<file path="src/rtl/mips_muldiv_unit.sv">
// Iterative MIPS multiply/divide unit with architectural HI/LO registers.
// Radix-2 shift-add multiply and restoring divide, one bit per clock.
module mips_muldiv_unit #(
  parameter int WIDTH = 32
) (
  input  logic             clk,
  input  logic             rst_b,
  input  logic             start,
  input  logic [2:0]       op,
  input  logic [WIDTH-1:0] a,
  input  logic [WIDTH-1:0] b,
  input  logic             abort,
  output logic             busy,
  output logic             done,
  output logic [WIDTH-1:0] hi,
  output logic [WIDTH-1:0] lo
);

  localparam int CNT_W = $clog2(WIDTH + 1);
  localparam int W2    = 2 * WIDTH;

  localparam logic [2:0] OP_MULT  = 3'd0;
  localparam logic [2:0] OP_MULTU = 3'd1;
  localparam logic [2:0] OP_DIV   = 3'd2;
  localparam logic [2:0] OP_DIVU  = 3'd3;
  localparam logic [2:0] OP_MTHI  = 3'd4;
  localparam logic [2:0] OP_MTLO  = 3'd5;

  typedef enum logic [1:0] {
    IDLE = 2'd0,
    RUN  = 2'd1,
    FIN  = 2'd2
  } state_t;

  state_t           state_q, state_d;
  logic [CNT_W-1:0] cnt_q, cnt_d;
  logic [WIDTH-1:0] hi_q, hi_d;
  logic [WIDTH-1:0] lo_q, lo_d;
  logic             done_q, done_d;

  logic [W2-1:0]    acc_q, acc_d;
  logic [WIDTH-1:0] opnd_q, opnd_d;
  logic [WIDTH-1:0] a_orig_q, a_orig_d;
  logic             is_div_q, is_div_d;
  logic             neg_q, neg_d;
  logic             rem_neg_q, rem_neg_d;
  logic             dz_q, dz_d;

  logic             signed_op;
  logic [WIDTH-1:0] mag_a, mag_b;
  logic [WIDTH:0]   mul_sum;
  logic [W2-1:0]    mul_step;
  logic [WIDTH:0]   rem_sh, rem_sub;
  logic             q_bit;
  logic [W2-1:0]    div_step;
  logic [W2-1:0]    prod;
  logic [WIDTH-1:0] fin_hi, fin_lo;

  function automatic logic [WIDTH-1:0] mag(input logic signed [WIDTH-1:0] v,
                                           input logic is_signed);
    return (is_signed && v[WIDTH-1]) ? WIDTH'(-v) : v;
  endfunction

  function automatic logic [WIDTH-1:0] neg_w(input logic [WIDTH-1:0] v);
    return ~v + WIDTH'(1);
  endfunction

  function automatic logic [W2-1:0] neg_w2(input logic [W2-1:0] v);
    return ~v + W2'(1);
  endfunction

  assign busy = (state_q != IDLE);
  assign done = done_q;
  assign hi   = hi_q;
  assign lo   = lo_q;

  // Datapath: operand magnitudes, one iteration step, and final sign fixup
  always_comb begin
    signed_op = (op == OP_MULT) || (op == OP_DIV);
    mag_a     = mag(a, signed_op);
    mag_b     = mag(b, signed_op);

    mul_sum  = {1'b0, acc_q[W2-1:WIDTH]} + {1'b0, (acc_q[0] ? opnd_q : {WIDTH{1'b0}})};
    mul_step = {mul_sum, acc_q[WIDTH-1:1]};

    // Remainder in the upper half, dividend/quotient bits shift through the lower half
    rem_sh   = {acc_q[W2-1:WIDTH], acc_q[WIDTH-1]};
    rem_sub  = rem_sh - {1'b0, opnd_q};
    q_bit    = (rem_sh >= {1'b0, opnd_q});
    div_step = {(q_bit ? rem_sub[WIDTH-1:0] : rem_sh[WIDTH-1:0]), acc_q[WIDTH-2:0], q_bit};

    prod = neg_q ? neg_w2(acc_q) : acc_q;
    if (!is_div_q) begin
      fin_hi = prod[W2-1:WIDTH];
      fin_lo = prod[WIDTH-1:0];
    end else if (dz_q) begin
      fin_hi = a_orig_q;
      fin_lo = {WIDTH{1'b1}};
    end else begin
      fin_hi = rem_neg_q ? neg_w(acc_q[W2-1:WIDTH]) : acc_q[W2-1:WIDTH];
      fin_lo = neg_q ? neg_w(acc_q[WIDTH-1:0]) : acc_q[WIDTH-1:0];
    end
  end

  always_comb begin
    state_d   = state_q;
    cnt_d     = cnt_q;
    hi_d      = hi_q;
    lo_d      = lo_q;
    done_d    = 1'b0;
    acc_d     = acc_q;
    opnd_d    = opnd_q;
    a_orig_d  = a_orig_q;
    is_div_d  = is_div_q;
    neg_d     = neg_q;
    rem_neg_d = rem_neg_q;
    dz_d      = dz_q;

    case (state_q)
      IDLE: begin
        if (start && !abort) begin
          case (op)
            OP_MULT, OP_MULTU, OP_DIV, OP_DIVU: begin
              state_d   = RUN;
              cnt_d     = '0;
              is_div_d  = op[1];
              acc_d     = {{WIDTH{1'b0}}, (op[1] ? mag_a : mag_b)};
              opnd_d    = op[1] ? mag_b : mag_a;
              neg_d     = signed_op && (a[WIDTH-1] ^ b[WIDTH-1]);
              rem_neg_d = signed_op && a[WIDTH-1];
              dz_d      = op[1] && (b == '0);
              a_orig_d  = a;
            end
            OP_MTHI: hi_d = a;
            OP_MTLO: lo_d = a;
            default: ;
          endcase
        end
      end
      RUN: begin
        if (abort) begin
          state_d = IDLE;
          cnt_d   = '0;
        end else begin
          acc_d = is_div_q ? div_step : mul_step;
          cnt_d = cnt_q + CNT_W'(1);
          if (cnt_q == CNT_W'(WIDTH - 1)) begin
            state_d = FIN;
            cnt_d   = '0;
          end
        end
      end
      FIN: begin
        state_d = IDLE;
        cnt_d   = '0;
        if (!abort) begin
          hi_d   = fin_hi;
          lo_d   = fin_lo;
          done_d = 1'b1;
        end
      end
      default: begin
        state_d = IDLE;
        cnt_d   = '0;
      end
    endcase
  end

  always_ff @(posedge clk or negedge rst_b) begin
    if (!rst_b) begin
      state_q <= IDLE;
      cnt_q   <= '0;
      hi_q    <= '0;
      lo_q    <= '0;
      done_q  <= 1'b0;
    end else begin
      state_q <= state_d;
      cnt_q   <= cnt_d;
      hi_q    <= hi_d;
      lo_q    <= lo_d;
      done_q  <= done_d;
    end
  end

  // Iteration operands are only meaningful while RUN/FIN, so they carry no reset
  always_ff @(posedge clk) begin
    acc_q     <= acc_d;
    opnd_q    <= opnd_d;
    a_orig_q  <= a_orig_d;
    is_div_q  <= is_div_d;
    neg_q     <= neg_d;
    rem_neg_q <= rem_neg_d;
    dz_q      <= dz_d;
  end

endmodule

</file>
<file path="config.mk">
export PLATFORM = sky130hd
export DESIGN_NAME = mips_muldiv_unit
export DESIGN_NICKNAME = d
export VERILOG_FILES = /design/src/rtl/mips_muldiv_unit.sv
export SDC_FILE = /design/constraint.sdc
export NUM_CORES = 1
export LEC_CHECK = 0
export CELL_PAD_IN_SITES_DETAIL_PLACEMENT = 2
export CELL_PAD_IN_SITES_GLOBAL_PLACEMENT = 2
export CORE_MARGIN = 1
export CORE_UTILIZATION = 37
export DETAILED_ROUTE_END_ITERATION = 10
export MAX_ROUTING_LAYER = met4
export PLACE_DENSITY = 0.82
export SYNTH_ARGS = -nofsm -noshare
export SYNTH_HDL_FRONTEND = slang
export SYNTH_SLANG_ARGS = --single-unit
</file>
<file path="constraint.sdc">
create_clock -name clk -period 7.9 [get_ports clk]
set_input_delay 1.185 -clock clk [delete_from_list [all_inputs] [get_ports clk]]
set_output_delay 1.185 -clock clk [all_outputs]
set_load 0.02 [all_outputs]
</file>
-- Word level (Yosys, flattened, before mapping)
Index checks and enable logic that the tools add are counted.
- output and inout bits: 66
- register bits: 205
- order comparisons: 1
- add/sub/neg operators: 8
- mux-type cells: 38
- bitwise operators: 4
- equal/unequal tests: 15
- reductions and logical operators: 20
- operator list (cell ; number):
    32-bit two-way mux ; 18
    64-bit two-way mux ; 5
    32-bit case mux with 2 select lines ; 2
    64-bit case mux with 2 select lines ; 1
    32-bit by 1-bit adder with 32-bit output (second input constant) ; 2
    64-bit by 1-bit adder with 64-bit output (second input constant) ; 1
    32-bit negation ; 2
    32-bit NOT ; 2
    64-bit NOT ; 1
    32-bit by 32-bit adder with 33-bit output ; 1
    33-bit by 32-bit greater-or-equal comparator with 1-bit output ; 1
    32-bit logical NOT ; 1
    32-bit subtractor ; 1
    6-bit two-way mux ; 4
    6-bit case mux with 2 select lines ; 1
    4-bit AND reduction ; 3
    2-bit two-way mux ; 4
    6-bit by 1-bit adder with 6-bit output (second input constant) ; 1
    3-bit by 2-bit equality test with 1-bit output (second input constant) ; 2
    3-bit equality test (second input constant) ; 2
    6-bit by 5-bit equality test with 1-bit output (second input constant) ; 1
    2-bit by 1-bit inequality test with 1-bit output (second input constant) ; 3
    2-bit inequality test (second input constant) ; 3
    3-bit AND reduction ; 2
    other kinds (15) ; 22

-- Longest topological paths before layout
- depth in word-level cells: 8
- mapped depth: 14

-- Least setup slack after synthesis
OpenSTA, ideal clock, no wires.
- path type: input-to-reg
- from: input abort
- to: register acc_q[0], enable pin
- arrival: 5701 ps
- slack: 1625 ps
- required time: 7326 ps
- cell stages on the path: 1
- cell sequence: o21ai_0
- cells in the longest elaborated chain, start to end: 4
- elaborated cells between the ends (all ways): 5
- classes of those cells: 2 x eq/ne; 3 x reduce/logical
- RTL lines (item ; line ; source):
    start, declared ; 12 ; input logic abort,
    1-bit logical NOT ; n/a ;
    1-bit logical AND ; 121 ; if (start && !abort) begin
    2-bit inequality test (no line) ; n/a ;
    4-bit AND reduction (no line) * ; n/a ;
    end signal, assigned ; 187 ; acc_q <= acc_d;
    end, declared ; 41 ; logic [W2-1:0] acc_q, acc_d;
Every way passes the cells marked *; elsewhere a longest branch is shown, timed or not.
A chain may end at the register's enable or synchronous reset.

-- Worst setup path after layout
- from: input abort
- to: register hi_q[17], in the netlist hi[17]
- cells in the longest elaborated chain, start to end: 4
- elaborated cells between the ends (all ways): 5
- classes of those cells: 2 x eq/ne; 3 x reduce/logical
- RTL lines (item ; line ; source):
    1-bit logical NOT ; n/a ;
    1-bit logical AND ; 121 ;
    2-bit inequality test (no line) ; n/a ;
    4-bit AND reduction (no line) * ; n/a ;
    end signal, assigned ; 179 ; hi_q <= hi_d;
    end, declared ; 37 ; logic [WIDTH-1:0] hi_q, hi_d;
Marks and branches as above.

==> results by group <==
Floorplan
  – Num rows: 77
  – Core Region: 44400 um^2
  – Die ar.: 46100 um^2
  – I/O pin cnt: 137
  – Die H: 215 um
  – Starting Density: 37.7%
  – Die extent in x: 215 um

Timing
  – Unrepaired setup endpoints after global routing: false
  – Max-slew headroom: 18.7%
  – Fin Clk Skew: 0.0185 ns
  – Final WS setup: 3.48 ns
  – Count of final setup violators: 0
  – Hold slack final: 0.487 ns
  – Setup TNS: 0 ns
  – Fmax: 0.226 GHz
  – Fin crit share: 56.0%
  – Post-layout minimum cycle time: 4.42 ns
  – Worst Tran Pin Value: 1.22 ns
  – Max Slew Vio Count: 0
  – Fin. Hold Viols: 0

Cells and area
  – Layout Cells excl Fill: 2680
  – Synthesis-to-finish area growth: 16.7%
  – Reg area: 5790 um^2
  – Multi-input logic area: 10300 um^2
  – Number of fillers in the final layout: 4905
  – Post-route design area: 19500 um^2
  – Fin nets: 2208
  – Share of layout cells above drive strength 1: 5.28%
  – Most frequent cells in the layout: nor2_1, a21oi_1, nand2_1, o21ai_0, clkdlybuf4s50_1

Clock tree
  – H-tree levels: 1
  – Setup bufs post-CTS: 0
  – CTS buffer count: 26
  – CTS tree: done
  – Skew-Pair Late Insertion Delay: 0.57 ns
  – CTS Hold Bufs: 0
  – CTS clk-pin slew, worst paths: 0.06 ns
  – CTS Buffer Depth: 3
  – # clock sinks: 205
  – Root Buffer: clkbuf_16
  – Post-CTS Resized: 0

Setup path
  – Crit-path most repeated cell: o21ai_0
  – Reg-to-Reg End: acc_q[48]
  – Critical path required time: 8.37 ns
  – Critical path class: in -> reg
  – CP Max Fanout: 33
  – CP startpoint kind: primary input
  – CP max stage delay: 0.67 ns
  – Reg2reg setup slack: 3.54 ns
  – R2R cell count: 13
  – Cell Chain, Critical Path: clkdlybuf4s50_1, nor2_1, o21a_1, buf_4, nand2_1, inv_1, o21ai_0, a31oi_1, o21ai_0, o22ai_1
  – CP max stage cell: inv_1
  – Crit end category: flop
  – Critical Path AT: 4.89 ns
  – Reg2reg start: acc_q[0]

Logic synthesis
  – Avg Inst Size Synth: 8.38 um^2
  – Seq/Total Area, Yosys: 34.6%
  – Syn Nets: 2140
  – Post-Syn Instances: 1998
  – Post-synth cell types: 82
  – Register bit total from synthesis: 205
  – FFs w/ async S/R, synth: 35.6%
  – Yosys warning total: 0
  – Top_reg_cell synth: edfxtp_1
  – Number of synthesized flops with an enable pin: 132
  – Post-Syn Area: 16700 um^2

Power and ir drop
  – P_leak: 7.57 nW
  – Peak supply drop: 0.159 mV
  – PwrDens: 195 nW/um^2

Placed design
  – Post-DP Area: 18600 um^2
  – Worst slack, placed: 3.12 ns
  – Port bufs: 136
  – Dpl cells: 2630
  – Gpl congestion: 0.921
  – Detailed Place HPWL: 56900 um

Worst hold path
  – Hold Path End: lo[28]
  – Cell depth of the worst hold path: 2
  – Hold WC Path Type: reg -> reg
  – Worst hold path startpoint: lo[28]

Global route
  – Number of global-route vias before repair: 18500
  – Largest net degree at the start of global routing: 74
  – Antenna violations before repair: 6
  – Total track usage: 34.4%
  – Total gr overflow: 0
  – First-pass GRT wire length: 118000 um

Job
  – Max Cap Violations: 0

Detailed routing
  – Post-DR vias/cell: 6.34
  – Post-route ant nets: 0
  – Post-route DRC: 0
  – Starting DRT DRC Count: 1406
  – Vias: 17000
  – Final Routed Wirelength: 78500 um
  – DRT Pass-1 Iters: 5
  – Routed length per instance: 29.3 um

Run status
  – Status: finished, final reports clean
Yosys cell counts, drive strengths merged (33+ instances only):
master	count	area share (%)
o21ai	189	5.8
a21oi	187	5.6
nor2	187	4.2
nand2	185	4.1
edfxtp	132	24
xnor2	132	6.9
clkbuf	96	2.2
mux2i	84	5.0
inv	74	1.7
dfrtp	73	11
ha	69	5.2
nand3	51	1.5
o22ai	46	1.7
nor3	39	1.2
xor2	39	2.0
a211oi	33	1.5
sequential cells by signal (all words and copies together) (netlist names):
name	count
lo	32
rem_neg_q	1
dz_q	1
cnt_q	6
a_orig_q	32
acc_q	64
neg_q	1
opnd_q	32
is_div_q	1
hi	32
state_q	2
done	1
metrics by stage:
stage	utilization (%)	total power, W
floorplan	-	0.00199
global placement	41.9	0.00245
detailed placement	41.9	0.00249
CTS	44.0	0.00381
global route	44.0	0.00393
finish	44.0	0.00382
metal layers:
layer | vias to the layer above | track usage, % | wire length [um]
met2 | 632 | 57.5 | 38400
met1 | 8703 | 41.7 | 31500
met3 | 197 | 3.40 | 4760
met5 | - | - | 0
li1 | 7470 | - | -
met4 | 0 | 15.6 | 3800
worst max-delay path: cells and delay by family:
kind | cells | cell delay, ns
AOI/OAI and AO/OA | 5 | 1.09
buffers and inverters | 3 | 1.69
and+or+nand+nor | 2 | 0.91
power breakdown:
group	internal, W	switching [W]	leakage [nW]
clock	0.000779	0.000534	0.467
sequential	0.00128	0.000131	2.14
combinational	0.000434	0.000660	4.96
total	0.00249	0.00133	7.57
how the worst max path moves through the flow:
stage / start / end / slack, ns / depth (start not counted)
5_1_grt: acc_q[0] / acc_q[48] / 3.25 / 13
3_3_place_gp: a[13] / acc_q[26] / 3.41 / 10
2_1_floorplan: abort / acc_q[0] / 1.62 / 1
4_1_cts: acc_q[0] / acc_q[48] / 3.49 / 13
6_report: abort / hi[17] / 3.48 / 10
3_5_place_dp: abort / hi[17] / 3.12 / 10
final cells by class:
cell class | count | share of cell area (%)
Inverter | 74 | 1.42
Timing Repair Buffer | 160 | 7.85
Clock inverter | 9 | 0.372
Sequential cell | 205 | 29.6
Tap cell | 592 | 3.79
Clock buffer | 38 | 4.36
Multi-Input combinational cell | 1599 | 52.5
Antenna cell | 3 | 0.0384
cells by family after synthesis:
logic type	share of synthesized area, %
mux	5.50
compound gates	23.3
fa+ha+maj	5.40
xor+xnor	8.95
buf+inv	4.45
flops	34.6
simple gates	17.8
Note: power is estimated with default switching activity, not from simulation.
